<file path="config.mk">
export PLATFORM = sky130hd
export DESIGN_NAME = multicycle_control_unit_flat
export DESIGN_NICKNAME = d
export VERILOG_FILES = /design/src/rtl/multicycle_control_unit_if.sv /design/src/rtl/multicycle_control_unit.sv /design/src/flat_wrapper.sv
export SDC_FILE = /design/constraint.sdc
export NUM_CORES = 1
export LEC_CHECK = 0
export CAP_MARGIN = 20
export CORE_MARGIN = 3
export CORE_UTILIZATION = 46
export DETAILED_ROUTE_END_ITERATION = 10
export MAX_ROUTING_LAYER = met4
export PLACE_DENSITY = 0.85
export REMOVE_ABC_BUFFERS = 1
export SYNTH_ARGS = -nofsm -noshare
export SYNTH_HDL_FRONTEND = slang
export SYNTH_SLANG_ARGS = --single-unit
</file>
<file path="constraint.sdc">
create_clock -name clk -period 2.5 [get_ports clk]
set_clock_uncertainty 0.1 [all_clocks]
set_input_delay 0.5 -clock clk [delete_from_list [all_inputs] [get_ports clk]]
set_output_delay 0.5 -clock clk [all_outputs]
set_load 0.02 [all_outputs]
</file>
<file path="src/rtl/multicycle_control_unit_if.sv">
// rtl/multicycle_control_unit_if.sv - control bus between the multi-cycle sequencer and the RV32I datapath
// The master drives the datapath strobes and reads the IR opcode and the condition flags.
interface multicycle_control_unit_if;
    logic [6:0] part_of_inst;
    logic       alu_bcond;
    logic       halt_cond;
    logic       pc_write;
    logic [1:0] pc_source;
    logic       i_or_d;
    logic       mem_read;
    logic       mem_write;
    logic       ir_write;
    logic       alu_src_a;
    logic [1:0] alu_src_b;
    logic [1:0] alu_op;
    logic       reg_write;
    logic       mem_to_reg;
    logic       pc_to_reg;

    modport master (
        input  part_of_inst, alu_bcond, halt_cond,
        output pc_write, pc_source, i_or_d, mem_read, mem_write, ir_write,
               alu_src_a, alu_src_b, alu_op, reg_write, mem_to_reg, pc_to_reg
    );

    modport slave (
        output part_of_inst, alu_bcond, halt_cond,
        input  pc_write, pc_source, i_or_d, mem_read, mem_write, ir_write,
               alu_src_a, alu_src_b, alu_op, reg_write, mem_to_reg, pc_to_reg
    );
endinterface

</file>
<file path="src/rtl/multicycle_control_unit.sv">
// rtl/multicycle_control_unit.sv - IF/ID/EX/MEM/WB sequencer for the multi-cycle RV32I core
// Outputs are decoded combinationally from state, wait count, opcode and the condition inputs.
module multicycle_control_unit #(
    parameter int MEM_CYCLES = 1,
    parameter int CNT_WIDTH  = 32
) (
    input  logic                     clk,
    input  logic                     reset,
    multicycle_control_unit_if.master ctrl,
    output logic                     is_ecall,
    output logic                     halted,
    output logic                     illegal_inst,
    output logic [2:0]               state,
    output logic [CNT_WIDTH-1:0]     retired_count
);

    localparam int WCNT_W = (MEM_CYCLES > 1) ? $clog2(MEM_CYCLES) : 1;
    localparam logic [WCNT_W-1:0] WCNT_LAST = WCNT_W'(MEM_CYCLES - 1);

    localparam logic [6:0] OP_ARITH     = 7'b0110011;
    localparam logic [6:0] OP_ARITH_IMM = 7'b0010011;
    localparam logic [6:0] OP_LOAD      = 7'b0000011;
    localparam logic [6:0] OP_STORE     = 7'b0100011;
    localparam logic [6:0] OP_BRANCH    = 7'b1100011;
    localparam logic [6:0] OP_JAL       = 7'b1101111;
    localparam logic [6:0] OP_JALR      = 7'b1100111;
    localparam logic [6:0] OP_ECALL     = 7'b1110011;

    typedef enum logic [2:0] {
        S_IF   = 3'd0,
        S_ID   = 3'd1,
        S_EX   = 3'd2,
        S_MEM  = 3'd3,
        S_WB   = 3'd4,
        S_HALT = 3'd5
    } state_e;

    state_e                 state_q, state_d;
    logic [WCNT_W-1:0]      wcnt_q, wcnt_d;
    logic [CNT_WIDTH-1:0]   retired_q, retired_d;

    logic       pc_write, i_or_d, mem_read, mem_write, ir_write, alu_src_a;
    logic       reg_write, mem_to_reg, pc_to_reg;
    logic [1:0] pc_source, alu_src_b, alu_op;
    logic       ecall_c, halted_c, illegal_c;

    logic [6:0] opc;
    logic       op_known, op_load, op_store, mem_last;

    assign opc      = ctrl.part_of_inst;
    assign op_load  = (opc == OP_LOAD);
    assign op_store = (opc == OP_STORE);
    assign mem_last = (wcnt_q == WCNT_LAST);
    assign op_known = (opc == OP_ARITH) || (opc == OP_ARITH_IMM) || op_load || op_store ||
                      (opc == OP_BRANCH) || (opc == OP_JAL) || (opc == OP_JALR);

    always_comb begin
        state_d    = state_q;
        wcnt_d     = wcnt_q;
        pc_write   = 1'b0;
        pc_source  = 2'b00;
        i_or_d     = 1'b0;
        mem_read   = 1'b0;
        mem_write  = 1'b0;
        ir_write   = 1'b0;
        alu_src_a  = 1'b0;
        alu_src_b  = 2'b00;
        alu_op     = 2'b00;
        reg_write  = 1'b0;
        mem_to_reg = 1'b0;
        pc_to_reg  = 1'b0;
        ecall_c    = 1'b0;
        halted_c   = 1'b0;
        illegal_c  = 1'b0;

        case (state_q)
            S_IF: begin
                mem_read = 1'b1;
                if (mem_last) begin
                    ir_write = 1'b1;
                    wcnt_d   = '0;
                    state_d  = S_ID;
                end else begin
                    wcnt_d = wcnt_q + WCNT_W'(1);
                end
            end
            S_ID: begin
                // ALUOut captures PC+imm here so EX of a BRANCH/JAL can load it
                alu_src_b = 2'b10;
                if (opc == OP_ECALL) begin
                    ecall_c = 1'b1;
                    if (ctrl.halt_cond) begin
                        state_d = S_HALT;
                    end else begin
                        pc_write = 1'b1;
                        state_d  = S_IF;
                    end
                end else if (!op_known) begin
                    illegal_c = 1'b1;
                    pc_write  = 1'b1;
                    state_d   = S_IF;
                end else begin
                    state_d = S_EX;
                end
            end
            S_EX: begin
                state_d = S_IF;
                case (opc)
                    OP_ARITH: begin
                        alu_src_a = 1'b1;
                        alu_op    = 2'b10;
                        state_d   = S_WB;
                    end
                    OP_ARITH_IMM: begin
                        alu_src_a = 1'b1;
                        alu_src_b = 2'b10;
                        alu_op    = 2'b10;
                        state_d   = S_WB;
                    end
                    OP_LOAD, OP_STORE: begin
                        alu_src_a = 1'b1;
                        alu_src_b = 2'b10;
                        state_d   = S_MEM;
                    end
                    OP_BRANCH: begin
                        alu_src_a = 1'b1;
                        alu_op    = 2'b01;
                        pc_write  = 1'b1;
                        pc_source = ctrl.alu_bcond ? 2'b10 : 2'b00;
                    end
                    OP_JAL: begin
                        reg_write = 1'b1;
                        pc_to_reg = 1'b1;
                        pc_write  = 1'b1;
                        pc_source = 2'b10;
                    end
                    OP_JALR: begin
                        alu_src_a = 1'b1;
                        alu_src_b = 2'b10;
                        reg_write = 1'b1;
                        pc_to_reg = 1'b1;
                        pc_write  = 1'b1;
                        pc_source = 2'b01;
                    end
                    // Opcode changed under us after ID: retire as a NOP rather than stall
                    default: pc_write = 1'b1;
                endcase
            end
            S_MEM: begin
                i_or_d    = 1'b1;
                mem_read  = op_load;
                mem_write = op_store;
                if (mem_last) begin
                    wcnt_d = '0;
                    if (op_store) begin
                        pc_write = 1'b1;
                        state_d  = S_IF;
                    end else begin
                        state_d = S_WB;
                    end
                end else begin
                    wcnt_d = wcnt_q + WCNT_W'(1);
                end
            end
            S_WB: begin
                reg_write  = 1'b1;
                mem_to_reg = op_load;
                pc_write   = 1'b1;
                state_d    = S_IF;
            end
            S_HALT: halted_c = 1'b1;
            default: begin
                state_d = S_IF;
                wcnt_d  = '0;
            end
        endcase

        retired_d = pc_write ? (retired_q + CNT_WIDTH'(1)) : retired_q;
    end

    always_ff @(posedge clk or negedge reset) begin
        if (!reset) begin
            state_q   <= S_IF;
            wcnt_q    <= '0;
            retired_q <= '0;
        end else begin
            state_q   <= state_d;
            wcnt_q    <= wcnt_d;
            retired_q <= retired_d;
        end
    end

    assign ctrl.pc_write   = pc_write;
    assign ctrl.pc_source  = pc_source;
    assign ctrl.i_or_d     = i_or_d;
    assign ctrl.mem_read   = mem_read;
    assign ctrl.mem_write  = mem_write;
    assign ctrl.ir_write   = ir_write;
    assign ctrl.alu_src_a  = alu_src_a;
    assign ctrl.alu_src_b  = alu_src_b;
    assign ctrl.alu_op     = alu_op;
    assign ctrl.reg_write  = reg_write;
    assign ctrl.mem_to_reg = mem_to_reg;
    assign ctrl.pc_to_reg  = pc_to_reg;

    assign is_ecall      = ecall_c;
    assign halted        = halted_c;
    assign illegal_inst  = illegal_c;
    assign state         = state_q;
    assign retired_count = retired_q;

endmodule

</file>
<file path="src/flat_wrapper.sv">
// flat-port wrapper written by rule: the top's interface ports become plain ports
module multicycle_control_unit_flat 
#(
    parameter int MEM_CYCLES = 1,
    parameter int CNT_WIDTH  = 32
)
  (clk, reset, is_ecall, halted, illegal_inst, state, retired_count, ctrl_part_of_inst, ctrl_alu_bcond, ctrl_halt_cond, ctrl_pc_write, ctrl_pc_source, ctrl_i_or_d, ctrl_mem_read, ctrl_mem_write, ctrl_ir_write, ctrl_alu_src_a, ctrl_alu_src_b, ctrl_alu_op, ctrl_reg_write, ctrl_mem_to_reg, ctrl_pc_to_reg);
  multicycle_control_unit_if ctrl_i ();
  input  logic clk;
  input  logic reset;
  output logic is_ecall;
  output logic halted;
  output logic illegal_inst;
  output logic [2:0] state;
  output logic [CNT_WIDTH-1:0] retired_count;
  input wire logic [$bits(ctrl_i.part_of_inst)-1:0] ctrl_part_of_inst;
  input wire logic [$bits(ctrl_i.alu_bcond)-1:0] ctrl_alu_bcond;
  input wire logic [$bits(ctrl_i.halt_cond)-1:0] ctrl_halt_cond;
  output wire logic [$bits(ctrl_i.pc_write)-1:0] ctrl_pc_write;
  output wire logic [$bits(ctrl_i.pc_source)-1:0] ctrl_pc_source;
  output wire logic [$bits(ctrl_i.i_or_d)-1:0] ctrl_i_or_d;
  output wire logic [$bits(ctrl_i.mem_read)-1:0] ctrl_mem_read;
  output wire logic [$bits(ctrl_i.mem_write)-1:0] ctrl_mem_write;
  output wire logic [$bits(ctrl_i.ir_write)-1:0] ctrl_ir_write;
  output wire logic [$bits(ctrl_i.alu_src_a)-1:0] ctrl_alu_src_a;
  output wire logic [$bits(ctrl_i.alu_src_b)-1:0] ctrl_alu_src_b;
  output wire logic [$bits(ctrl_i.alu_op)-1:0] ctrl_alu_op;
  output wire logic [$bits(ctrl_i.reg_write)-1:0] ctrl_reg_write;
  output wire logic [$bits(ctrl_i.mem_to_reg)-1:0] ctrl_mem_to_reg;
  output wire logic [$bits(ctrl_i.pc_to_reg)-1:0] ctrl_pc_to_reg;
  assign ctrl_i.part_of_inst = ctrl_part_of_inst;
  assign ctrl_i.alu_bcond = ctrl_alu_bcond;
  assign ctrl_i.halt_cond = ctrl_halt_cond;
  assign ctrl_pc_write = ctrl_i.pc_write;
  assign ctrl_pc_source = ctrl_i.pc_source;
  assign ctrl_i_or_d = ctrl_i.i_or_d;
  assign ctrl_mem_read = ctrl_i.mem_read;
  assign ctrl_mem_write = ctrl_i.mem_write;
  assign ctrl_ir_write = ctrl_i.ir_write;
  assign ctrl_alu_src_a = ctrl_i.alu_src_a;
  assign ctrl_alu_src_b = ctrl_i.alu_src_b;
  assign ctrl_alu_op = ctrl_i.alu_op;
  assign ctrl_reg_write = ctrl_i.reg_write;
  assign ctrl_mem_to_reg = ctrl_i.mem_to_reg;
  assign ctrl_pc_to_reg = ctrl_i.pc_to_reg;
  multicycle_control_unit #(.MEM_CYCLES(MEM_CYCLES), .CNT_WIDTH(CNT_WIDTH)) u_core (.clk(clk), .reset(reset), .ctrl(ctrl_i), .is_ecall(is_ecall), .halted(halted), .illegal_inst(illegal_inst), .state(state), .retired_count(retired_count));
endmodule
</file>
==> reports/qor.csv <==
metric,value,unit
Final WS setup,0.0235,ns
CP cell instances,dlygate4sd2_1 -> nand3b_1 -> or2_4 -> buf_4 -> nor3_2 -> clkdlybuf4s15_2,
area occupied by multi-input gates,0.00118,mm2
Synth Flop Type,dfrtp_1,
Crit Path Max Fanout,4,
TritonCTS Buffers,5,
Crit Path Class,input port to output pin,
Bufs on Longest Clock Path,2,
CTS root buf,clkbuf_8,
Crit path largest cell delay,0.32,ns
Core ar.,0.00414,mm2
post-synth top area share,43.0,%
post-DP HPWL,3930,um
"Hold Violations, Final",0,
number of top-level pins,64,
endpoints failing setup,0,
outcome,completed,
global-route wire length before repair,9470,um
total die area,0.00526,mm2
Fillers,304,
max-slew violations,0,
GRT overflow,0,
Max Cap Viol,0,
Post-synth EDFFs,0,
gr usage total,23.8,%
Final period util,99.1,%
FP Rows,23,
placed cell areas,0.00289,mm2
Pre-antenna DRT Iters,4,
"Distinct cells, synth",42,
1st-iter DRT viols,151,
WL/cell,16.9,um
Die Wd,72.5,um
static leakage,1.34,nW
post-layout minimum cycle time,2.48,ns
"Seq/Total Area, Yosys",43.0,%
ys async rst share,100,%
worst skew pair latency,0.29,ns
Vias/cell,5.80,
Hold Slack,0.391,ns
fin util,75.2,%
required time of the critical path,1.90,ns
Ys Warns,0,
syn_area_per_cell,9.99,um2
vias,2006,
Peak VDD IR,0.806,mV
post-synth top area cell,dfrtp_1,
final WL,5860,um
placed cell count,335,
Synth top cells by count,"dfrtp_1 (35), xnor2_1 (31), o2111ai_1 (15)",
top-count cell post-synth,dfrtp_1,
Worst Path Arrival,1.88,ns
Routed Antenna Nets,0,
synthesized area,0.00204,mm2
Synth area leaders,"dfrtp_1 (43%), xnor2_1 (13%), o2111ai_1 (6.4%), and3_1 (4.0%), o211ai_1 (2.9%)",
drt drc,0,
total clock sinks,35,
Placer Congestion,0.905,
CTS tree,built,
Worst setup SP type,input port,
n_diodes,0,
setup tns final,0,ns
Port Buffers,62,
nature of the critical path endpoint,output pin,
layout cells sized above 1,27.0,%
Power Total,2.40,mW
cell count after synthesis,204,
RSZ-0062 raised after global routing,yes,
#FFs+latches synth,35,
Seq. cell area,878,um2
CP max-delay cell,clkdlybuf4s15_2,
Final #Nets,307,
post-route cell area,0.00311,mm2
fin cells,346,
vias in the first global route,2032,
pin count of the biggest net entering global routing,36,
chip height,72.5,um
Layout area overhead,52.9,%
initial antenna violation count,0,
Hold Path Class,register to register,
CTS H-Tree Depth,2,
pwr/cell area,770,mW/mm2
pre-CTS setup slack,-0.749,ns
Peak Freq,404,MHz
Initial Util,49.2,%
clk slew on worst S/H paths,0.07,ns
## final cells by class
class                      instances  share of cell area (%)
inverter                           7                   0.844
timing repair buffer              96                    27.2
clock buffer                       6                    2.65
tap                               50                    2.01
sequential                        35                    28.2
multi-input combinational        150                    38.0
clock inverter                     2                    1.12
## per-layer routing
metal  GRT usage [%]  vias up  wire (um)
met4            10.5        0        126
met1            28.5      981       2500
li1                -      932          -
met2            37.3       77       2860
met3            6.51       16        364
met5               -        -          0
## cells by family after synthesis
family / synth area share [%]
buffers and inverters: 4.79
muxes: 0.553
adders and majority gates: 0.614
DFF: 43.0
xor gates and xnor gates: 13.3
other: 0.184
and+or+nand+nor: 21.4
AOI/OAI and AO/OA: 16.2
## worst paths after layout
check                                    startpoint                  endpoint  slack, ns  cells after the start
hold reg to reg            u_core.retired_count[31]  u_core.retired_count[31]       0.39                      1
setup / recovery               ctrl_part_of_inst[4]         ctrl_pc_source[0]       0.02                      6
max in group asynchronous                     reset           u_core.state[1]       1.44                      2
hold / removal             u_core.retired_count[31]  u_core.retired_count[31]       0.39                      1
min in group asynchronous                     reset  u_core.retired_count[31]       0.52                      2
setup reg to reg                    u_core.state[2]  u_core.retired_count[11]       0.32                      6
## state kept, by name (all words and copies together) (netlist names)
name and flops:
u_core.retired_count 32, u_core.state 3
## power by group
part	internal [mW]	leakage, nW	total (mW)	switching (mW)
Combinational	0.515	0.809	1.12	0.610
Sequential	0.640	0.472	0.745	0.105
Clock	0.322	0.0612	0.527	0.204
Total	1.48	1.34	2.40	0.919
## cell usage in the layout, fill, tap and decap left out, drive strengths merged, types with 4 or more instances in the layout
master,n
a21oi,4
and3,13
buf,43
clkbuf,8
clkdlybuf4s15,5
clkdlybuf4s50,41
dfrtp,35
dlygate4sd2,5
inv,7
nand2,9
nand3,7
nand3b,4
nor2,13
nor3,6
o2111ai,15
o211ai,9
o21ai,10
xnor2,31
## critical path: cells and delay by family
family / cells / cell delay [ns]
buf+inv: 3 / 0.73
simple gates: 3 / 0.66
## what timing repair did
action / 4_1_cts / 5_1_grt
pin swaps: 2 / 2
resized for setup: 74 / 18
cloned: 0 / 0
endpoints found under the setup margin: 14 / 11
endpoints found under the hold margin: 0 / 0
hold buffers: 0 / 0
setup buffers: 0 / 3
(Power assumes the default switching activity.)
==> variant: new RTL, same settings <==
`CNT_WIDTH` is set to 32 in 2 places; all go to 16.
--- a/src/rtl/multicycle_control_unit.sv
+++ b/src/rtl/multicycle_control_unit.sv
@@ -4,3 +4,3 @@
     parameter int MEM_CYCLES = 1,
-    parameter int CNT_WIDTH  = 32
+    parameter int CNT_WIDTH  = 16
 ) (
--- a/src/flat_wrapper.sv
+++ b/src/flat_wrapper.sv
@@ -4,3 +4,3 @@
     parameter int MEM_CYCLES = 1,
-    parameter int CNT_WIDTH  = 32
+    parameter int CNT_WIDTH  = 16
 )
Interface: changed (resized retired_count); port bits go from 64 to 48. No check against the original RTL was run, so the function may have changed too.
==> variant against the unedited design <==
  * Global-route usage up 0.90 points
  * Routed wire length fell by 32%
  * Worst setup slack better by 42 ps
  * Largest power group unchanged
  * Worst hold slack got worse by 19 ps
  * Power decreased by 19%
  * Sequential cell count down 16
  * Final area is 33% lower
  * Register-to-register slack gained 50 ps
  * Area after synthesis is 36% lower
  * Largest cell class unchanged
==> variant: results (changes against the unedited design) <==
[floorplan]
rows=18  ; -22%

[critical_path]
path_max_fanout=3  ; -1
endpoint=ctrl_alu_src_a
reg2reg_slack_ps=370  ; +50 ps
cp.arrival_ps=1830  ; -50 ps
reg2reg_from=u_core.state[0]
cp-startpoint=ctrl_part_of_inst[3]
cpMaxStageDelayCell=or3_4
rr_endpoint=u_core.retired_count[10]
reg2reg_depth=7  ; +1

[logic_synthesis]
avgSynthCellArea_um2=9.28  ; -7.0%
synth_common_cells=dfrtp_1 (19), nand2_1 (14), xor2_1 (13)
synth.area.top_cells=dfrtp_1 (36%), xor2_1 (8.7%), a311oi_2 (8.0%)
ys_seq_area_share_pct=36.3  ; -6.7 points

[global_route]
met2_usage_pct=42.7  ; +5.5 points
grtUsageTotal_pct=24.7  ; +0.90 points
grtUsageMet3_pct=3.05  ; -3.5 points
grtUsageMet1_pct=28.6  ; about the same
grt_max_degree=20  ; -44%

[final_layout]
inverters=11  ; +4
comb.multi_input.count=104  ; -31%
final-seq-area_um2=475  ; -46%
largest_register_ffs=16  ; -50%
nNetsFinal=232  ; -24%
drive_gt1_share_pct=35.2  ; +8.1 points
nNonClkBuffers=81  ; -16%
fillCellCount=162  ; -47%
clock_buffers=4  ; -2
area_share_nonclk_buffers_pct=32.5  ; +5.3 points
multi_input_area_share_pct=39.8  ; +1.8 points
clkCellAreaFrac_pct=1.25  ; -2.5 points
fin_cells=249  ; -28%

[placed_design]
io_buffer_count=46  ; -26%
globalplace.congestion=0.877  ; -3.1%
place_area_um2=1980  ; -31%
dp_hpwl_um=2890  ; -26%
post-place-ws_ps=-731  ; +18.0 ps

[clocking]
numCtsBuffers=3  ; -2
h-tree-depth=1  ; -1
cts_sinks=19  ; -46%
clkTransAtPathRegs_ps=100  ; +30 ps
root_buffer=clkbuf_4

[routing]
totalWireLength_um=4000  ; -32%
dr.first_iter.drc_count=46  ; -70%
via_count=1466  ; -27%

[worst_hold_path]
min_from=u_core.retired_count[15]
holdPathEnd=u_core.retired_count[15]

[power]
powerSeq_uw=591  ; -21%
p_leak_nw=0.869  ; -35%
cell_internal_pwr_mw=1.06  ; -28%
pwr-share-comb_pct=61.5  ; +15 points
ir_worst_vdd_uv=771  ; -4.3%
p_per_area_nw_per_um2=928  ; +21%

[run_status]
status=complete, no violations

variant: cell types whose count changed in the layout (fill, tap and decap cells not counted), moves of 5 or more:
cell             change
xnor2_1             -29
clkdlybuf4s50_1     -17
o2111ai_1           -15
dfrtp_1             -14
xor2_1              +13
and3_1              -12
o211ai_1             -8
a311oi_2             +7
clkbuf_8             -6
a21oi_1              +5
a311oi_1             +5
o21ai_0              -5
variant: timing repair:
action	in CTS	in global routing
endpoints found under the hold margin	0	0
pin swaps	6	2
hold buffers	0	0
gates cloned	0	0
gates resized for setup	74	12
buffers inserted	1	3
setup endpoints to repair	15	11
variant: kinds of logic after synthesis:
kind of cell,after synthesis,synth area share [%]
AO/OA/AOI/OAI,29,19.7
flip-flops,19,36.3
AND/OR/NAND/NOR,57,24.1
other,1,0.287
XOR/XNOR,15,10.0
buffers and inverters,18,7.74
adder cells (fa/ha/maj),1,0.956
multiplexers,1,0.860
variant: metal layers:
layer	wire, um	share of wire (%)
met5	0	0
met4	54	1.3
met3	284	7.1
met2	2020	51
met1	1640	41
